===== config.mk =====
export PLATFORM = sky130hd
export DESIGN_NAME = ines_dumper_flat
export DESIGN_NICKNAME = d
export VERILOG_FILES = /design/src/rtl/nes_pkg.sv /design/src/rtl/ines_dumper_if.sv /design/src/rtl/ines_header_gen.sv /design/src/rtl/ines_dumper.sv /design/src/flat_wrapper.sv
export SDC_FILE = /design/constraint.sdc
export NUM_CORES = 1
export LEC_CHECK = 0
export CAP_MARGIN = 20
export CORE_UTILIZATION = 24
export CTS_CLUSTER_DIAMETER = 120
export DETAILED_ROUTE_END_ITERATION = 8
export HOLD_SLACK_MARGIN = 0.03
export PLACE_DENSITY = 0.49
export SLEW_MARGIN = 40
export SYNTH_ARGS = -nofsm -noshare
export SYNTH_HDL_FRONTEND = slang
export SYNTH_SLANG_ARGS = --single-unit

===== constraint.sdc =====
create_clock -name clk -period 6.4 [get_ports clk]
set_input_delay 1.28 -clock clk [delete_from_list [all_inputs] [get_ports clk]]
set_output_delay 1.28 -clock clk [all_outputs]
set_load 0.005 [all_outputs]

===== src/rtl/nes_pkg.sv =====
// Shared NES cartridge definitions: loader flag-word layout, iNES constants and
// the dumper state encoding.
package nes_pkg;

  localparam int MAPPER_LSB      = 0;
  localparam int PRG_SIZE_LSB    = 8;
  localparam int CHR_SIZE_LSB    = 11;
  localparam int MIRROR_BIT      = 14;
  localparam int CHR_RAM_BIT     = 15;
  localparam int FOUR_SCREEN_BIT = 16;

  // "NES" followed by MS-DOS EOF, most significant byte first
  localparam logic [31:0] INES_MAGIC       = 32'h4E45_531A;
  localparam logic [21:0] CHR_BASE_DEFAULT = 22'h200000;

  typedef enum logic [2:0] {
    S_IDLE,
    S_HDR,
    S_FETCH,
    S_WAIT,
    S_EMIT,
    S_DONE
  } dump_state_t;

  typedef struct packed {
    logic [7:0] mapper;
    logic [2:0] prg_size;
    logic [2:0] chr_size;
    logic       mirroring;
    logic       chr_ram;
    logic       four_screen;
  } ines_flags_t;

  function automatic logic [21:0] prg_bytes(input logic [2:0] sz);
    return 22'd1 << (5'd14 + 5'(sz));
  endfunction

  function automatic logic [21:0] chr_bytes(input logic ram, input logic [2:0] sz);
    return ram ? 22'd0 : 22'd1 << (5'd13 + 5'(sz));
  endfunction

endpackage


===== src/rtl/ines_dumper_if.sv =====
// SDRAM read port plus byte-stream upload channel of the iNES dumper.
interface ines_dumper_if;
  logic [21:0] mem_addr;
  logic        mem_read;
  logic        mem_ack;
  logic [7:0]  mem_data;
  logic [7:0]  out_data;
  logic        out_valid;
  logic        out_ready;

  modport master (
    output mem_addr, mem_read, out_data, out_valid,
    input  mem_ack, mem_data, out_ready
  );

  modport slave (
    input  mem_addr, mem_read, out_data, out_valid,
    output mem_ack, mem_data, out_ready
  );
endinterface


===== src/rtl/ines_header_gen.sv =====
// Combinational iNES 1.0 header byte for a given index, rebuilt from the
// latched loader flags.
module ines_header_gen
  import nes_pkg::*;
(
  input  ines_flags_t flags,
  input  logic [3:0]  idx,
  output logic [7:0]  data
);
  always_comb begin
    data = 8'h00;
    case (idx)
      4'd0: data = INES_MAGIC[31:24];
      4'd1: data = INES_MAGIC[23:16];
      4'd2: data = INES_MAGIC[15:8];
      4'd3: data = INES_MAGIC[7:0];
      4'd4: data = 8'h01 << flags.prg_size;
      4'd5: data = flags.chr_ram ? 8'h00 : 8'h01 << flags.chr_size;
      // no trainer, no battery
      4'd6: data = {flags.mapper[3:0], flags.four_screen, 2'b00, flags.mirroring};
      4'd7: data = {flags.mapper[7:4], 4'h0};
      default: data = 8'h00;
    endcase
  end
endmodule


===== src/rtl/ines_dumper.sv =====
// Streams the loaded cartridge back out of SDRAM as an iNES image:
// rebuilt 16-byte header, then PRG ROM, then CHR ROM.
module ines_dumper
  import nes_pkg::*;
#(
  parameter logic [21:0] CHR_BASE = CHR_BASE_DEFAULT,
  parameter logic [21:0] PRG_BASE = 22'h000000
) (
  input  logic          clk,
  input  logic          reset,
  input  logic          start,
  input  logic [31:0]   mapper_flags,
  ines_dumper_if.master bus,
  output logic [21:0]   total_len,
  output logic          busy,
  output logic          done
);
  dump_state_t state;
  ines_flags_t flags, new_flags;
  logic [3:0]  hdr_idx, hdr_nidx;
  logic [7:0]  hdr_byte;
  logic        phase_chr;
  logic [21:0] addr, remaining, prg_len, chr_len;
  logic [21:0] mem_addr_r;
  logic        mem_read_r, out_valid_r;
  logic [7:0]  out_data_r;
  logic        unused_flags;

  assign new_flags = '{
    mapper:      mapper_flags[MAPPER_LSB +: 8],
    prg_size:    mapper_flags[PRG_SIZE_LSB +: 3],
    chr_size:    mapper_flags[CHR_SIZE_LSB +: 3],
    mirroring:   mapper_flags[MIRROR_BIT],
    chr_ram:     mapper_flags[CHR_RAM_BIT],
    four_screen: mapper_flags[FOUR_SCREEN_BIT]
  };
  assign unused_flags = ^mapper_flags[31:17];

  assign prg_len   = prg_bytes(flags.prg_size);
  assign chr_len   = chr_bytes(flags.chr_ram, flags.chr_size);
  assign total_len = 22'd16 + prg_len + chr_len;
  assign busy      = !(state == S_IDLE || state == S_DONE);
  assign done      = (state == S_DONE);

  assign bus.mem_addr  = mem_addr_r;
  assign bus.mem_read  = mem_read_r;
  assign bus.out_data  = out_data_r;
  assign bus.out_valid = out_valid_r;

  // Generator looks one byte ahead so out_data is registered. Byte 0 is flag
  // independent, so the stale flags seen on the start cycle are harmless.
  assign hdr_nidx = (state == S_HDR) ? hdr_idx + 4'd1 : 4'd0;

  ines_header_gen u_hdr (
    .flags (flags),
    .idx   (hdr_nidx),
    .data  (hdr_byte)
  );

  always_ff @(posedge clk) begin
    if (reset) begin
      state       <= S_IDLE;
      flags       <= '0;
      hdr_idx     <= '0;
      phase_chr   <= 1'b0;
      addr        <= '0;
      remaining   <= '0;
      mem_addr_r  <= '0;
      mem_read_r  <= 1'b0;
      out_data_r  <= '0;
      out_valid_r <= 1'b0;
    end else begin
      case (state)
        S_IDLE, S_DONE: if (start) begin
          flags       <= new_flags;
          hdr_idx     <= 4'd0;
          out_data_r  <= hdr_byte;
          out_valid_r <= 1'b1;
          state       <= S_HDR;
        end
        S_HDR: if (bus.out_ready) begin
          if (hdr_idx == 4'd15) begin
            out_valid_r <= 1'b0;
            phase_chr   <= 1'b0;
            addr        <= PRG_BASE;
            remaining   <= prg_len;
            state       <= S_FETCH;
          end else begin
            hdr_idx    <= hdr_nidx;
            out_data_r <= hdr_byte;
          end
        end
        S_FETCH: begin
          if (remaining == '0) begin
            if (!phase_chr && chr_len != '0) begin
              phase_chr <= 1'b1;
              addr      <= CHR_BASE;
              remaining <= chr_len;
            end else begin
              state <= S_DONE;
            end
          end else begin
            mem_read_r <= 1'b1;
            mem_addr_r <= addr;
            state      <= S_WAIT;
          end
        end
        S_WAIT: if (bus.mem_ack) begin
          out_data_r  <= bus.mem_data;
          out_valid_r <= 1'b1;
          mem_read_r  <= 1'b0;
          state       <= S_EMIT;
        end
        S_EMIT: if (bus.out_ready) begin
          out_valid_r <= 1'b0;
          addr        <= addr + 22'd1;
          remaining   <= remaining - 22'd1;
          state       <= S_FETCH;
        end
        default: state <= S_IDLE;
      endcase
    end
  end
endmodule


===== src/flat_wrapper.sv =====
// flat-port wrapper written by rule: the top's interface ports become plain ports
module ines_dumper_flat import nes_pkg::*;
#(
  parameter logic [21:0] CHR_BASE = CHR_BASE_DEFAULT,
  parameter logic [21:0] PRG_BASE = 22'h000000
)
  (clk, reset, start, mapper_flags, total_len, busy, done, bus_mem_addr, bus_mem_read, bus_out_data, bus_out_valid, bus_mem_ack, bus_mem_data, bus_out_ready);
  ines_dumper_if bus_i ();
  input  logic clk;
  input  logic reset;
  input  logic start;
  input  logic [31:0] mapper_flags;
  output logic [21:0] total_len;
  output logic busy;
  output logic done;
  output wire logic [$bits(bus_i.mem_addr)-1:0] bus_mem_addr;
  output wire logic [$bits(bus_i.mem_read)-1:0] bus_mem_read;
  output wire logic [$bits(bus_i.out_data)-1:0] bus_out_data;
  output wire logic [$bits(bus_i.out_valid)-1:0] bus_out_valid;
  input wire logic [$bits(bus_i.mem_ack)-1:0] bus_mem_ack;
  input wire logic [$bits(bus_i.mem_data)-1:0] bus_mem_data;
  input wire logic [$bits(bus_i.out_ready)-1:0] bus_out_ready;
  assign bus_mem_addr = bus_i.mem_addr;
  assign bus_mem_read = bus_i.mem_read;
  assign bus_out_data = bus_i.out_data;
  assign bus_out_valid = bus_i.out_valid;
  assign bus_i.mem_ack = bus_mem_ack;
  assign bus_i.mem_data = bus_mem_data;
  assign bus_i.out_ready = bus_out_ready;
  ines_dumper #(.CHR_BASE(CHR_BASE), .PRG_BASE(PRG_BASE)) u_core (.clk(clk), .reset(reset), .start(start), .mapper_flags(mapper_flags), .bus(bus_i), .total_len(total_len), .busy(busy), .done(done));
endmodule

==> impl_results.md <==
* Most used flip-flop cell after synthesis: dfxtp_1
* Core area at 28000 um^2
* Crit path time final at 6.09 ns
* DRC at 0
* Root Buffer: clkbuf_16
* Post-CTS setup buffers at 0
* RSZ-0062 raised after global routing: false
* WHS at 0.454 ns
* GRT Total Usage at between 10% and 20%
* Commonest non-fill, non-tap cell in the layout: nor2_1
* Die height at between 150 and 200 um
* Sequential share of the synthesized area at about 30%
* Outcome: complete, no violations
* Vias in the first global route at 6307
* # port buffers at 85
* CP most frequent cell: ha_1
* Worst relative slew slack at between 40% and 50%
* Max FO, Critical Path at 10
* LEAKAGE at 3.09 nW
* Post-synth cell types at 69
* CP startpoint kind: register
* Vias per inst at 4.97
* Pwr per Cell Area at roughly 330 nW/um^2
* Post-synth EDFFs at 0
* Initial Util at between 20 and 25%
* Crit path kind: reg2out
* Setup crit end kind: primary output
* Initial DRC Count at a little under 400
* Initial antenna violation count at 0
* Clock Path Buffers at 2
* Clock Skew at between 0.015 and 0.02 ns
* Post-layout net count at approximately 1100
* Most frequent cells in the layout: nor2_1 (122), nand2_1 (101), dfxtp_1 (99)
* Gpl congestion at 0.845
* Layout area overhead at 22.5%
* Max-slew violations at 0
* Yosys synthesis warning count at 0
* Worst-path clk slew at around 0.080 ns
* TritonCTS Buffers at 9
* Arrival @ worst endpoint at between 4 and 5 ns
* Antenna viol nets, final at 0
* Transition time of the tightest slew-check pin at around 0.81 ns
* First-pass GRT wire length at 33.3 mm
* H-Tree Depth at 3
* # IOs at around 100
* Total number of vias at 6755
* WP data required at slightly above 5 ns
* Crit path max-delay family: simple AND/OR/NAND/NOR gates
* Max VDD drop at between 200 and 250 uV
* Fin Setup TNS at 0 ns
* Slowest stage delay, CP at 0.50 ns
* Layout cells sized above 1 at ~5.0%
* F_max at roughly 160 MHz
* CTS tree: done
* Final Worst Setup Slack at 0.313 ns
* Per-cell routed wire length at between 10 and 15 um
* Clock sink total at ~100
* Critical Path Slowest Stage Cell: clkdlybuf4s50_1
* Worst path cell trace: inv_1, ha_1, nand2_1, or3_1, nor2_1, ha_1, ha_1, a21o_1, a21o_1, a2111o_1, a31oi_1, nor3_1, nor4_1, nand3b_1, clkdlybuf4s50_1
* GR Overflow Total at 0
* Hold WC Path Type: reg2reg
* Mapped Area at around 6900 um^2
* Avg Cell Area, Syn at between 7 and 8 um^2
* DIE WIDTH at approximately 170 um
* DRT Pass-1 Iters at 4
* Max-cap violations at 0
* ANT cells at 0
* Rows at between 60 and 70
* Pin count of the biggest net entering global routing at 84
* Tcrit/Tclk final at 95.1%
* Die area at just under 30000 um^2
* Clock latency on the worst-skew pair at about 0.36 ns
* Final Core Density at between 30% and 40%
* Synthesized flop and latch total at about 100
* Pre-CTS setup slack at around 0.52 ns
* Hold Fails Final Rpt at 0
* Setup Viol. Count Final at 0
* Post-synth ARST share at 0%
* DP HPWL at ~15 mm
* Crit path buf inv count at 2
* Drt total wl at just over 20 mm
* Cells after synthesis at approximately 920
==> worst paths after layout <==
path | startpoint | endpoint | slack (ns) | depth (start not counted)
worst max-delay path | u_core.flags[5]$_SDFFE_PP0P_ | total_len[20] | 0.31 | 15
worst min-delay path | u_core.bus.mem_addr[15]$_SDFFE_PP0P_ | u_core.bus.mem_addr[15]$_SDFFE_PP0P_ | 0.45 | 2
worst max register to register | u_core.flags[1]$_SDFFE_PP0P_ | u_core.addr[21]$_SDFFE_PP0P_ | 2.54 | 8
worst min register to register | u_core.bus.mem_addr[15]$_SDFFE_PP0P_ | u_core.bus.mem_addr[15]$_SDFFE_PP0P_ | 0.45 | 2
==> power by group <==
group / internal [mW] / switching [mW]
Clock: 0.271 / 0.273
Sequential: 0.708 / 0.102
Combinational: 0.541 / 0.869
==> kinds of logic (layout without fill, tap and decap cells) <==
logic type / count (synthesis) / in the layout / share of synthesized area (%)
and+or+nand+nor: 390 / 390 / 27.0
AOI/OAI and AO/OA: 254 / 254 / 24.0
DFF: 101 / 101 / 29.3
buffers and inverters: 72 / 127 / 3.93
adders and majority gates: 49 / 49 / 8.99
xor gates and xnor gates: 31 / 31 / 3.93
muxes: 19 / 19 / 2.77
other: 2 / 11 / 0.109
==> cells in the mapped netlist, types with 6 or more instances <==
master,instances,area [um^2]
and3_1,7,43.8
nor4_1,9,56.3
nand2b_1,19,119
o22ai_1,11,68.8
o21ai_0,54,270
nand2_1,102,383
a31oi_1,6,37.5
nor2b_1,6,37.5
a21oi_1,79,395
mux2i_1,18,180
a21o_1,10,75.1
or3_1,22,138
nor2_1,123,462
nor3_1,37,185
xnor2_1,14,123
o21a_1,8,60.1
nand3_1,21,105
o2111ai_1,11,96.3
a211oi_1,16,120
xor2_1,17,149
and2_1,9,56.3
clkbuf_1,53,199
nand4_1,6,37.5
dfxtp_1,101,2020
inv_1,17,63.8
ha_1,48,601
==> flip-flops by register name, indices dropped and copies added (netlist names) <==
| name | count |
|---|---|
| u_core.addr | 22 |
| u_core.bus.mem_addr | 22 |
| u_core.remaining | 22 |
| u_core.flags | 17 |
| u_core.bus.out_data | 8 |
| u_core.hdr_idx | 4 |
| u_core.state | 3 |
| u_core.bus.mem_read | 1 |
| u_core.bus.out_valid | 1 |
| u_core.phase_chr | 1 |
==> worst reg2reg max path: stages (launching register included) <==
cell and delay (ns):
dfxtp_1 0.50, or4b_1 0.73, nor3_1 0.47, nor3_1 0.23, a2111oi_4 0.39, buf_4 0.31
o21a_2 0.53, a21oi_1 0.12, a2111oi_0 0.43
==> layer usage <==
layer | routed length, um | global-route usage, % | up-vias | share of wire [%]
met5 | 0 | 0 | - | 0
met4 | 192 | 3.73 | 0 | 0.94
met2 | 9000 | 22.2 | 122 | 44
li1 | - | - | 3459 | -
met1 | 10200 | 19.6 | 3163 | 50
met3 | 913 | 2.42 | 11 | 4.5
==> metrics by stage <==
step / std cells / total power, mW / area, um^2
global route: 1360 / 2.98 / 8450
CTS: 1360 / 2.79 / 8440
floorplan: 927 / 1.74 / 6940
detailed placement: 1344 / 2.23 / 8160
finish: 1360 / 2.76 / 8450
global placement: 1344 / 2.21 / 8120
==> layout make-up <==
cell class	count	area, um^2
clock buffers	10	229
multi-input cells	754	4700
fillers	3077	19600
clock inverters	6	50.0
inverters	17	63.8
repair buffers	94	917
flip-flops and latches	101	2020
well taps	378	473
==> timing repair <==
action	CTS	global route
endpoints found under the setup margin	0	4
resized for setup	0	3
hold buffers	0	0
Power figures use the tool's default switching activity.
